`src/rtl/riscv_mc_ctrl.sv`:
```
// Multi-cycle FETCH/DECODE/EXEC/MEM/WB control sequencer for the RV32I core datapath.
// Define RISCV_CTRL_ILLEGAL_TRAP_EN to halt on illegal opcodes instead of retiring them as NOPs.
module riscv_mc_ctrl #(
   parameter int CNT_W       = 32,
   parameter int MEM_TIMEOUT = 16
) (
   input  logic             clk,
   input  logic             rst,
   input  logic             run,
   input  logic [6:0]       opcode,
   input  logic             is_store_hint,
   input  logic             branch_taken,
   input  logic             mem_ready,
   output logic             mem_req,
   output logic             mem_we,
   output logic             mem_addr_sel,
   output logic             ir_we,
   output logic             pc_we,
   output logic             pc_sel,
   output logic             reg_we,
   output logic [1:0]       wb_sel,
   output logic [2:0]       state,
   output logic             halted,
   output logic [1:0]       halt_cause,
   output logic [CNT_W-1:0] instret
);

   typedef enum logic [2:0] {
      ST_FETCH  = 3'd0,
      ST_DECODE = 3'd1,
      ST_EXEC   = 3'd2,
      ST_MEM    = 3'd3,
      ST_WB     = 3'd4,
      ST_HALT   = 3'd5
   } state_t;

   typedef enum logic [2:0] {
      CLS_ALU, CLS_JUMP, CLS_BRANCH, CLS_LOAD, CLS_STORE, CLS_SYSTEM, CLS_ILLEGAL
   } cls_t;

   // The watchdog only ever counts up to MEM_TIMEOUT-1 before the FSM leaves the request state.
   localparam int              WD_W     = (MEM_TIMEOUT > 1) ? $clog2(MEM_TIMEOUT) : 1;
   localparam logic [WD_W-1:0] WD_LIMIT = WD_W'((MEM_TIMEOUT > 0) ? MEM_TIMEOUT - 1 : 0);
   localparam bit              WD_EN    = (MEM_TIMEOUT != 0);

   state_t           state_q, state_d;
   cls_t             cls_q, cls_d;
   logic [1:0]       cause_q, cause_d;
   logic [CNT_W-1:0] instret_q, instret_d;
   logic [WD_W-1:0]  wdog_q, wdog_d;
   logic             retire;
   logic             wdHit;
   logic             unused_hint;

   assign unused_hint = is_store_hint;
   assign wdHit       = WD_EN && (wdog_q == WD_LIMIT);

   function automatic cls_t decodeClass(input logic [6:0] op);
      case (op)
         7'b0110111, 7'b0010111, 7'b0010011, 7'b0110011: decodeClass = CLS_ALU;
         7'b1101111, 7'b1100111:                         decodeClass = CLS_JUMP;
         7'b1100011:                                     decodeClass = CLS_BRANCH;
         7'b0000011:                                     decodeClass = CLS_LOAD;
         7'b0100011:                                     decodeClass = CLS_STORE;
         7'b1110011:                                     decodeClass = CLS_SYSTEM;
         default:                                        decodeClass = CLS_ILLEGAL;
      endcase
   endfunction

   always_ff @(posedge clk) begin
      if (rst) begin
         state_q   <= ST_FETCH;
         cls_q     <= CLS_ALU;
         cause_q   <= 2'd0;
         instret_q <= '0;
         wdog_q    <= '0;
      end else begin
         state_q   <= state_d;
         cls_q     <= cls_d;
         cause_q   <= cause_d;
         instret_q <= instret_d;
         wdog_q    <= wdog_d;
      end
   end

   // Every strobe is forced low while rst is high, whatever state the register still holds.
   always_comb begin
      state_d      = state_q;
      cls_d        = cls_q;
      cause_d      = cause_q;
      mem_req      = 1'b0;
      mem_we       = 1'b0;
      mem_addr_sel = 1'b0;
      ir_we        = 1'b0;
      pc_we        = 1'b0;
      pc_sel       = 1'b0;
      reg_we       = 1'b0;
      wb_sel       = 2'd0;
      retire       = 1'b0;
      if (!rst) begin
         case (state_q)
            ST_FETCH: begin
               if (run) begin
                  mem_req = 1'b1;
                  if (mem_ready) begin
                     ir_we   = 1'b1;
                     state_d = ST_DECODE;
                  end else if (wdHit) begin
                     state_d = ST_HALT;
                     cause_d = 2'd3;
                  end
               end
            end
            ST_DECODE: begin
               cls_d = decodeClass(opcode);
               if (cls_d == CLS_SYSTEM) begin
                  state_d = ST_HALT;
                  cause_d = 2'd1;
               end
`ifdef RISCV_CTRL_ILLEGAL_TRAP_EN
               else if (cls_d == CLS_ILLEGAL) begin
                  state_d = ST_HALT;
                  cause_d = 2'd2;
               end
`endif
               else begin
                  state_d = ST_EXEC;
               end
            end
            ST_EXEC: begin
               case (cls_q)
                  CLS_ALU, CLS_JUMP:   state_d = ST_WB;
                  CLS_LOAD, CLS_STORE: state_d = ST_MEM;
                  CLS_BRANCH: begin
                     pc_we   = 1'b1;
                     pc_sel  = branch_taken;
                     retire  = 1'b1;
                     state_d = ST_FETCH;
                  end
                  default: begin
                     pc_we   = 1'b1;
                     retire  = 1'b1;
                     state_d = ST_FETCH;
                  end
               endcase
            end
            ST_MEM: begin
               mem_req      = 1'b1;
               mem_addr_sel = 1'b1;
               mem_we       = (cls_q == CLS_STORE);
               if (mem_ready) begin
                  if (cls_q == CLS_STORE) begin
                     pc_we   = 1'b1;
                     retire  = 1'b1;
                     state_d = ST_FETCH;
                  end else begin
                     state_d = ST_WB;
                  end
               end else if (wdHit) begin
                  state_d = ST_HALT;
                  cause_d = 2'd3;
               end
            end
            ST_WB: begin
               reg_we  = 1'b1;
               pc_we   = 1'b1;
               retire  = 1'b1;
               state_d = ST_FETCH;
               case (cls_q)
                  CLS_LOAD: wb_sel = 2'd1;
                  CLS_JUMP: begin
                     wb_sel = 2'd2;
                     pc_sel = 1'b1;
                  end
                  default:  wb_sel = 2'd0;
               endcase
            end
            ST_HALT: state_d = ST_HALT;
            default: state_d = ST_FETCH;
         endcase
      end
      instret_d = instret_q + CNT_W'(retire);
      wdog_d    = (mem_req && !mem_ready) ? wdog_q + WD_W'(1) : '0;
   end

   assign state      = state_q;
   assign halted     = (state_q == ST_HALT);
   assign halt_cause = cause_q;
   assign instret    = instret_q;

endmodule

```
`config.mk`:
```
export PLATFORM = sky130hd
export DESIGN_NAME = riscv_mc_ctrl
export DESIGN_NICKNAME = d
export VERILOG_FILES = /design/src/rtl/riscv_mc_ctrl.sv
export SDC_FILE = /design/constraint.sdc
export NUM_CORES = 1
export LEC_CHECK = 0
export CORE_ASPECT_RATIO = 0.7
export CORE_MARGIN = 4
export CORE_UTILIZATION = 49
export DETAILED_ROUTE_END_ITERATION = 16
export PLACE_DENSITY = 0.86
export SLEW_MARGIN = 20
export SYNTH_ARGS = -nofsm -noshare
export SYNTH_HDL_FRONTEND = slang
export SYNTH_SLANG_ARGS = --single-unit
```
`constraint.sdc`:
```
create_clock -name clk -period 3.73 [get_ports clk]
set_input_delay 0.373 -clock clk [delete_from_list [all_inputs] [get_ports clk]]
set_output_delay 0.373 -clock clk [all_outputs]
set_load 0.03 [all_outputs]
```
==> results of run 1 <==
per-layer routing:
| metal | global-route usage, % | vias up | part of all wire (%) |
|---|---|---|---|
| met3 | 4.74 | 4 | 7.4 |
| met2 | 31.7 | 90 | 43 |
| met1 | 28.9 | 1124 | 49 |
| li1 | - | 1210 | - |
| met4 | 4.44 | 0 | 0.65 |
| met5 | 0 | - | 0 |
worst paths after layout:
check | from | end | depth (start not counted)
hold reg to reg | wdog_q[0]$_SDFF_PP0_ | wdog_q[0]$_SDFF_PP0_ | 1
hold / removal | wdog_q[0]$_SDFF_PP0_ | wdog_q[0]$_SDFF_PP0_ | 1
setup reg to reg | state[0]$_SDFFE_PP0P_ | instret[27]$_SDFF_PP0_ | 9
setup / recovery | state[0]$_SDFFE_PP0P_ | instret[27]$_SDFF_PP0_ | 9
worst max-delay path, stage by stage, from the launching register on:
cell and delay (ps):
dfxtp_1 660, nand4b_1 150, a21oi_1 160, o21ai_0 90
a21oi_1 270, ha_1 240, nand3_1 70, or4_1 570
or4_1 550, a21oi_1 150
layout by cell type (no fill, tap or decap), drive strengths merged, types with 7 or more instances in the layout:
cell type / n
clkdlybuf4s50: 57
dfxtp: 44
nor2: 29
a21oi: 25
nand2: 20
nand3: 17
nand4: 17
or4: 12
o31ai: 11
xor2: 11
or3: 9
o21ai: 8
and3: 7
report_power, final:
| group | total, mW | internal (mW) | switching, mW |
|---|---|---|---|
| registers | 0.484 | 0.473 | 0.0108 |
| logic | 0.0669 | 0.0303 | 0.0366 |
| clock network | 0.298 | 0.131 | 0.167 |
stage by stage:
stage                     cells  area [µm²]  setup WS, ps  hold WS, ps
final                       417        3100           765          451
after global placement      409        3020           571          431
after global routing        417        3100           514          472
after CTS                   417        3100           756          452
after detailed placement    409        3020           523          443
after floorplan             297        2430           210          418
cell families (layout without fill, tap and decap cells):
logic type	count (synthesis)	in the layout
compound gates	62	62
xor+xnor	16	16
fa+ha+maj	3	3
buf+inv	23	74
flops	44	44
mux	3	3
simple gates	146	146
area by class of cell:
| cell class | count | area, µm² |
|---|---|---|
| tap | 69 | 86.3 |
| clock buffer | 5 | 68.8 |
| multi-input combinational | 230 | 1430 |
| inverter | 5 | 18.8 |
| clock inverter | 3 | 18.8 |
| fill | 430 | 1680 |
| timing repair buffer | 61 | 601 |
| sequential | 44 | 881 |
sequential cells by signal, indices dropped and copies added, names as in the netlist:
name and flops:
instret 32, wdog_q 4, cls_q 3, state 3, halt_cause 2
==> results.md, run 1 <==
* Run status: finished, final reports clean
* Top cells by area, synth: dfxtp_1 36%, a21oi_1 5.1%, nor2_1 4.5%
* Layout cell share with drive strength beyond 1 at 6.03%
* Largest net degree at the start of global routing at 33
* Arrival @ worst endpoint at 3190 ps
* Count leader, synth: dfxtp_1
* Clk_lat worst skew at 300 ps
* CTS Buf Count at 5
* Combinational family with the most area after synthesis: simple AND/OR/NAND/NOR gates
* Chip Height at 66.9 µm
* Slew @ Worst Pin at 739 ps
* Kind of critical path: reg2reg
* Synthesized area at 0.00243 mm²
* Fmax at 0.337 GHz
* Max-Cap Viols at 0
* Residual DRC at 0
* Xor-xnor portion of the synthesized cell area at 5.76%
* Post-synthesis sequential area ratio at 36.2%
* Vias per cell at 5.82
* Final Setup Violations at 0
* Syn Inst Count at 297
* Post-synthesis compound-gate area fraction at 16.1%
* H-tree lvl count at 2
* Antenna violations before repair at 0
* CTS root buf: clkbuf_8
* Power Dens Cells at 274 mW/mm²
* Tmin final at 2970 ps
* CTS-repair resized insts at 0
* Synth area leader: dfxtp_1
* Horiz. Die Dim at 92.2 µm
* Total grt overflow at 0
* Clock Skew at 16.2 ps
* Seq cells post-synth at 44
* RSZ-0062 raised after global routing: false
* Synthesis Warnings at 0
* Multiplexer share of the synthesized area at 1.34%
* Syn Area/Cell at 8.19 µm²
* Core Footprint at 0.00478 mm²
* 1st-iter DRT viols at 165
* Antenna diodes at 0
* Antenna-violating nets left at 0
* Reg clk slew, reported paths at 80 ps
* Die ar. at 0.00617 mm²
* CTS tree: yes
* Hold WC Path Type: reg2reg
* Final wirelength at 6.15 mm
* Nets at 363
* P&R area growth vs syn at 27.6%
* Setup_tns at 0 ps
* DR pass1 iterations at 4
* Routed length per instance at 14.7 µm
* Final Hold Vio Count at 0
* Buffer count from post-CTS setup fixing at 0
* Port Buffers at 58
* Synth Flop Type: dfxtp_1
* Slew Viols, Final at 0
* Reg-to-reg setup timing slack at 760 ps
* GP Congestion at 0.848
* EDFF count, synth at 0
* Period utilization at 79.5%
* # hold bufs at CTS at 0
* Slew headroom at 50.6%
* Initial Util at 50.8%
* Adder-cell share of the synthesized area at 1.54%
* Synth unique cells at 50
* Vias in the first global route at 2240
* Lkg Pwr at 1.01 nW
* Peak supply drop at 0.204 mV
* Longest Clk Path Bufs at 2
* Clock sink count at 44
* Startpoint Class: register
* Final core occ at 64.9%
* Ports at 60
* Cell Rows at 21
* HPWL after DPL at 4.46 mm
* Post-synth top area share at 36.2%
* Crit. End Element: register
* Worst EP required at 3960 ps
* Top post-synthesis cells by count: 44 x dfxtp_1, 29 x nor2_1, 25 x a21oi_1
* Via count at 2428
* Post-synth ARST share at 0%
* Total chip power at 0.849 mW
* Gr usage total at 20.4%
* Post-Synth Simple-Gate Area at 34.1%
* Syn_nets at 313
* Global-route wire length before repair at 10.4 mm
* CP Max Fanout at 17
Note: power is estimated with default switching activity, not from simulation.
==> run 2, diff against run 1 <==
- CORE_UTILIZATION: 49 -> 45
- PLACE_DENSITY: 0.86 -> 0.84
- clock period: 3.73 -> 2.58 ns (I/O delays scaled with it)
==> results.md, run 2 (synthesis results as in run 1) <==
* Run status: finished, final reports clean
* Slew Viols, Final at 0 (unchanged)
* Arrival @ worst endpoint at 2630 ps (-560 ps)
* RSZ-0062 raised after global routing: false
* Ports at 60 (unchanged)
* Antenna violations before repair at 0 (unchanged)
* Port Buffers at 58 (unchanged)
* Placed insts at 426 (+4.2%)
* Power Dens Cells at 388 mW/mm² (+42%)
* Max-Cap Viols at 0 (unchanged)
* Hold WC Path Type: reg2reg
* Antenna diodes at 0 (unchanged)
* Kind of critical path: in2reg
* Setup slack at placement at -193 ps (-716 ps)
* Vias in the first global route at 2291 (+2.3%)
* CP Max Fanout at 5 (-12)
* # fillers at 460 (+7.0%)
* CP Depth at 10 (+1)
* GP Congestion at 0.907 (+7.0%)
* Commonest cells after routing, fill and taps aside: 54 x clkdlybuf4s50_1, 41 x dfxtp_1, 28 x nor2_1
* Reg-to-reg setup timing slack at 200 ps (-560 ps)
* Critical Path Slowest Stage Cell: or4_1
* Clock Skew at 4.98 ps (-11.3 ps)
* Clk_lat worst skew at 290 ps (about the same)
* CP max stage delay at 510 ps (-150 ps)
* Met3 usage at 6.62% (+1.9 points)
* Largest net degree at the start of global routing at 44 (+33%)
* P&R area growth vs syn at 34.3%
* Initial Util at 46.5% (-4.4 points)
* DR pass1 iterations at 4 (unchanged)
* FF-to-FF Start: cls_q[0]$_SDFFE_PP0P_
* Longest Clk Path Bufs at 2 (unchanged)
* Worst EP required at 2810 ps (-1150 ps)
* Horiz. Die Dim at 95.9 µm (+4.0%)
* Core Footprint at 0.00523 mm² (+9.4%)
* Lkg Pwr at 1.09 nW (+7.9%)
* Global-route wire length before repair at 10.9 mm (+5.2%)
* Final wirelength at 6.63 mm (+7.9%)
* Met2 Usage GRT at 29.7% (-2.1 points)
* Via count at 2513 (+3.5%)
* Final Setup Violations at 0 (unchanged)
* Max reg flops at 32 (unchanged)
* Worst-path cell chain: clkdlybuf4s50_1, nand4b_1, a21oi_1, o21ai_1, a21oi_4, ha_2, nand3_2, or4_4, or4_1, a21oi_1
* Vias per cell at 5.82 (about the same)
* Routed length per instance at 15.4 µm (+4.2%)
* CP Launch Point: mem_ready
* Final Hold Vio Count at 0 (unchanged)
* Worst reg2reg endpoint: instret[27]$_SDFF_PP0_
* Chip Height at 69.5 µm (+3.8%)
* CTS Buf Count at 5 (unchanged)
* Nets at 377 (+3.9%)
* M1 GR Usage at 28.8% (-0.044 points)
* R2R depth at 8 (-1)
* H-tree lvl count at 2 (unchanged)
* Busiest grt layer: met2
* Fmax at 0.416 GHz
* Tmin final at 2400 ps
* # hold bufs at CTS at 0 (unchanged)
* 1st-iter DRT viols at 193 (+17%)
* Clock sink count at 44 (unchanged)
* HPWL after DPL at 4.93 mm (+11%)
* CTS root buf: clkbuf_8
* Total grt overflow at 0 (unchanged)
* Startpoint Class: primary input
* Buffer count from post-CTS setup fixing at 0 (unchanged)
* Layout cell share with drive strength beyond 1 at 12.8% (+6.7 points)
* Setup ws final at 178 ps (-587 ps)
* Antenna-violating nets left at 0 (unchanged)
* Top cell family by delay on the critical path: simple AND/OR/NAND/NOR gates
* Slew @ Worst Pin at 723 ps (-16.1 ps)
* Worst setup path endpoint: instret[27]$_SDFF_PP0_
* Crit. End Element: register
* Die ar. at 0.00666 mm² (+8.0%)
* Residual DRC at 0 (unchanged)
* Buf/Inv on CP at 1 (+1)
* Finished Layout Cells at 432 (+3.6%)
* Period utilization at 93.1%
* Peak supply drop at 0.234 mV (+14%)
* Most frequent CP cell: a21oi_1
* Most common cell after layout, fill and taps aside: clkdlybuf4s50_1
* CTS tree: yes
* Slew headroom at 51.7% (+1.1 points)
* Gr usage total at 20.3% (-0.10 points)
* Reg clk slew, reported paths at 80 ps (about the same)
* Cell Rows at 22 (+4.8%)
run 2: per-stage QoR:
stage          power [mW]  hold WS, ps  TNS (ps)  util (%)  cell area, µm²
6_report             1.27          458         0      62.4            3270
5_1_grt              1.32          488         0      62.4            3270
4_1_cts              1.27          462         0      62.3            3260
3_5_place_dp        0.821          451      -943      60.5            3170
3_3_place_gp        0.819          432      -361      60.5            3170
2_1_floorplan       0.775          412      -504         -            2490
run 2: worst min path at each step:
| stage | startpoint | endpoint | slack, ps | cells past startpoint |
|---|---|---|---|---|
| 4_1_cts | halt_cause[1]$_SDFFE_PP0P_ | halt_cause[1]$_SDFFE_PP0P_ | 460 | 2 |
| 3_3_place_gp | wdog_q[0]$_SDFF_PP0_ | wdog_q[0]$_SDFF_PP0_ | 430 | 1 |
| 3_5_place_dp | wdog_q[0]$_SDFF_PP0_ | wdog_q[0]$_SDFF_PP0_ | 450 | 1 |
| 2_1_floorplan | opcode[5] | cls_q[2]$_SDFFE_PP0P_ | 410 | 2 |
| 5_1_grt | wdog_q[0]$_SDFF_PP0_ | wdog_q[0]$_SDFF_PP0_ | 490 | 1 |
| 6_report | halt_cause[1]$_SDFFE_PP0P_ | halt_cause[1]$_SDFFE_PP0P_ | 460 | 2 |
run 2: routing by layer:
metal,vias to the layer above,wire length (µm)
li1,1225,-
met1,1204,3070
met2,78,3030
met3,6,456
met4,0,75
met5,-,0
run 2: layout make-up:
class                           count  area [µm²]  area share [%]
Clock buffer                        6        93.8            2.87
Inverter                            5        18.8           0.575
Multi-Input combinational cell    230        1470            44.9
Sequential cell                    44         887            27.2
Tap cell                           72        90.1            2.76
Timing Repair Buffer               75         711            21.8
run 2: power by group:
part / internal [mW] / switching, mW / leakage [nW] / total, mW
clock: 0.239 / 0.222 / 0.0483 / 0.461
sequential: 0.684 / 0.00845 / 0.357 / 0.693
combinational: 0.0499 / 0.0650 / 0.687 / 0.115
run 2: what timing repair did:
action | in CTS | in global routing
gates resized for setup | 0 | 2
endpoints found under the hold margin | 0 | 0
endpoints found under the setup margin | 0 | 4
run 2: worst register-to-register path, delay by kind of cell, from the launching register on:
kind	cells	cell delay, ps
flip-flops	1	480
adder cells (fa/ha/maj)	1	200
AND/OR/NAND/NOR	4	1220
AO/OA/AOI/OAI	3	410
==> run 3, diff against run 2 <==
- CORE_ASPECT_RATIO: 0.7 -> default
- CORE_UTILIZATION: 45 -> 53
- PLACE_DENSITY: 0.84 -> 0.92
- clock period: 2.58 -> 2.95 ns (I/O delays scaled with it)
==> results.md, run 3 (synthesis results as in run 1) <==
* Final Setup Violations at 0 (unchanged)
* Most common cell after layout, fill and taps aside: clkdlybuf4s50_1
* Fmax at 0.377 GHz
* CP Max Fanout at 9 (+4)
* Max reg flops at 32 (unchanged)
* Antenna diodes at 0 (unchanged)
* Setup_tns at 0 ps (unchanged)
* Startpoint Class: register
* Gr usage total at 22.0% (+1.7 points)
* Max-Cap Viols at 0 (unchanged)
* Clock Skew at 3.74 ps (-1.24 ps)
* Arrival @ worst endpoint at 2880 ps (+250 ps)
* Kind of critical path: reg2reg
* Hold WC Path Type: reg2reg
* Layout cell share with drive strength beyond 1 at 9.43% (-3.3 points)
* Antenna-violating nets left at 0 (unchanged)
* # hold bufs at CTS at 0 (unchanged)
* Routed length per instance at 14.8 µm (-3.9%)
* Slew @ Worst Pin at 720 ps (-2.61 ps)
* CTS Buf Count at 5 (unchanged)
* Largest net degree at the start of global routing at 48 (+9.1%)
* Ports at 60 (unchanged)
* Vias in the first global route at 2204 (-3.8%)
* CTS tree: yes
* Hold path start: wdog_q[0]$_SDFF_PP0_
* Peak supply drop at 0.209 mV (-10%)
* Core Footprint at 0.00438 mm² (-16%)
* Lkg Pwr at 1.04 nW (-4.8%)
* Slew Viols, Final at 0 (unchanged)
* # fillers at 351 (-24%)
* Buffer count from post-CTS setup fixing at 0 (unchanged)
* Final wirelength at 5.93 mm (-11%)
* Total grt overflow at 0 (unchanged)
* CTS-repair resized insts at 0 (unchanged)
* Clock sink count at 44 (unchanged)
* Global-route wire length before repair at 9.95 mm (-8.9%)
* 1st-iter DRT viols at 158 (-18%)
* CTS root buf: clkbuf_8
* Reg clk slew, reported paths at 80 ps (about the same)
* Commonest cells after routing, fill and taps aside: 50 x clkdlybuf4s50_1, 42 x dfxtp_1, 29 x nor2_1
* Via count at 2443 (-2.8%)
* Residual DRC at 0 (unchanged)
* Crit. End Element: register
* H-tree lvl count at 2 (unchanged)
* Power Dens Cells at 352 mW/mm² (-9.4%)
* Tmin final at 2650 ps
* HPWL after DPL at 4.29 mm (-13%)
* GP Congestion at 0.885 (-2.4%)
* Vias per cell at 6.08 (+4.5%)
* FF-to-FF Start: cls_q[2]$_SDFFE_PP0P_
* Nets at 365 (-3.2%)
* Final core occ at 70.7% (+8.3 points)
* Port Buffers at 58 (unchanged)
* Final Hold Vio Count at 0 (unchanged)
* Worst reg2reg endpoint: instret[27]$_SDFF_PP0_
* Cell Rows at 24 (+9.1%)
* Initial Util at 55.5% (+9.0 points)
* Antenna violations before repair at 0 (unchanged)
* Run status: finished, final reports clean
* Horiz. Die Dim at 75.7 µm (-21%)
* CP Launch Point: cls_q[2]$_SDFFE_PP0P_
* DR pass1 iterations at 5 (+1)
* Reg-to-reg setup timing slack at 300 ps (+100 ps)
* Period utilization at 90.0%
* Worst EP required at 3180 ps (+370 ps)
* Slew headroom at 51.9% (+0.17 points)
* Worst setup path endpoint: instret[27]$_SDFF_PP0_
* Die ar. at 0.00573 mm² (-14%)
* R2R depth at 9 (+1)
* P&R area growth vs syn at 27.5%
* Longest Clk Path Bufs at 2 (unchanged)
* RSZ-0062 raised after global routing: false
* Chip Height at 75.7 µm (+9.0%)
* Clk_lat worst skew at 290 ps (about the same)
-- run 3: how the worst min path moves through the flow --
stage                                 endpoint  slack (ps)  cells after the start
after floorplan           wdog_q[0]$_SDFF_PP0_         420                      1
after global placement    wdog_q[0]$_SDFF_PP0_         440                      1
after detailed placement  wdog_q[0]$_SDFF_PP0_         450                      1
after CTS                 wdog_q[0]$_SDFF_PP0_         460                      1
after global routing      wdog_q[0]$_SDFF_PP0_         480                      1
final                     wdog_q[0]$_SDFF_PP0_         460                      1
-- run 3: final cells by class --
cell class                      count  area, µm²  area share (%)
Clock buffer                        7       86.3            2.79
Clock inverter                      1       6.26           0.202
Inverter                            5       18.8           0.606
Multi-Input combinational cell    230       1440            46.4
Sequential cell                    44        886            28.6
Tap cell                           52       65.1            2.10
Timing Repair Buffer               63        598            19.3
-- run 3: per-layer routing --
layer  vias up  track usage (%)  routed length [µm]
met3        14             5.54                 448
met5         -                0                   0
li1       1208                -                   -
met1      1123             27.3                2510
met2        98             36.6                2850
met4         0             8.54                 115
-- run 3: where the power goes --
group | internal, mW | switching [mW] | total [mW]
Combinational | 0.0381 | 0.0468 | 0.0849
Clock | 0.191 | 0.203 | 0.394
Sequential | 0.598 | 0.0126 | 0.611
Total | 0.828 | 0.262 | 1.09
-- run 3: critical path, stage by stage, from the launching register on --
cell,delay [ps]
dfxtp_1,480
nand4b_1,130
a21oi_1,140
o21ai_0,120
a21oi_2,180
ha_1,200
nand3_1,80
or4_1,560
or4_1,550
a21oi_1,150
-- run 3: per-stage QoR --
| step | power [mW] | hold WS (ps) | area (µm²) | setup WS, ps | std cells |
|---|---|---|---|---|---|
| after floorplan | 0.676 | 418 | 2450 | -64.7 | 297 |
| after global placement | 0.706 | 435 | 3010 | 101 | 394 |
| after detailed placement | 0.709 | 451 | 3010 | 41.8 | 394 |
| after CTS | 1.10 | 463 | 3100 | 303 | 402 |
| after global routing | 1.13 | 475 | 3100 | 30.6 | 402 |
| final | 1.09 | 455 | 3100 | 295 | 402 |
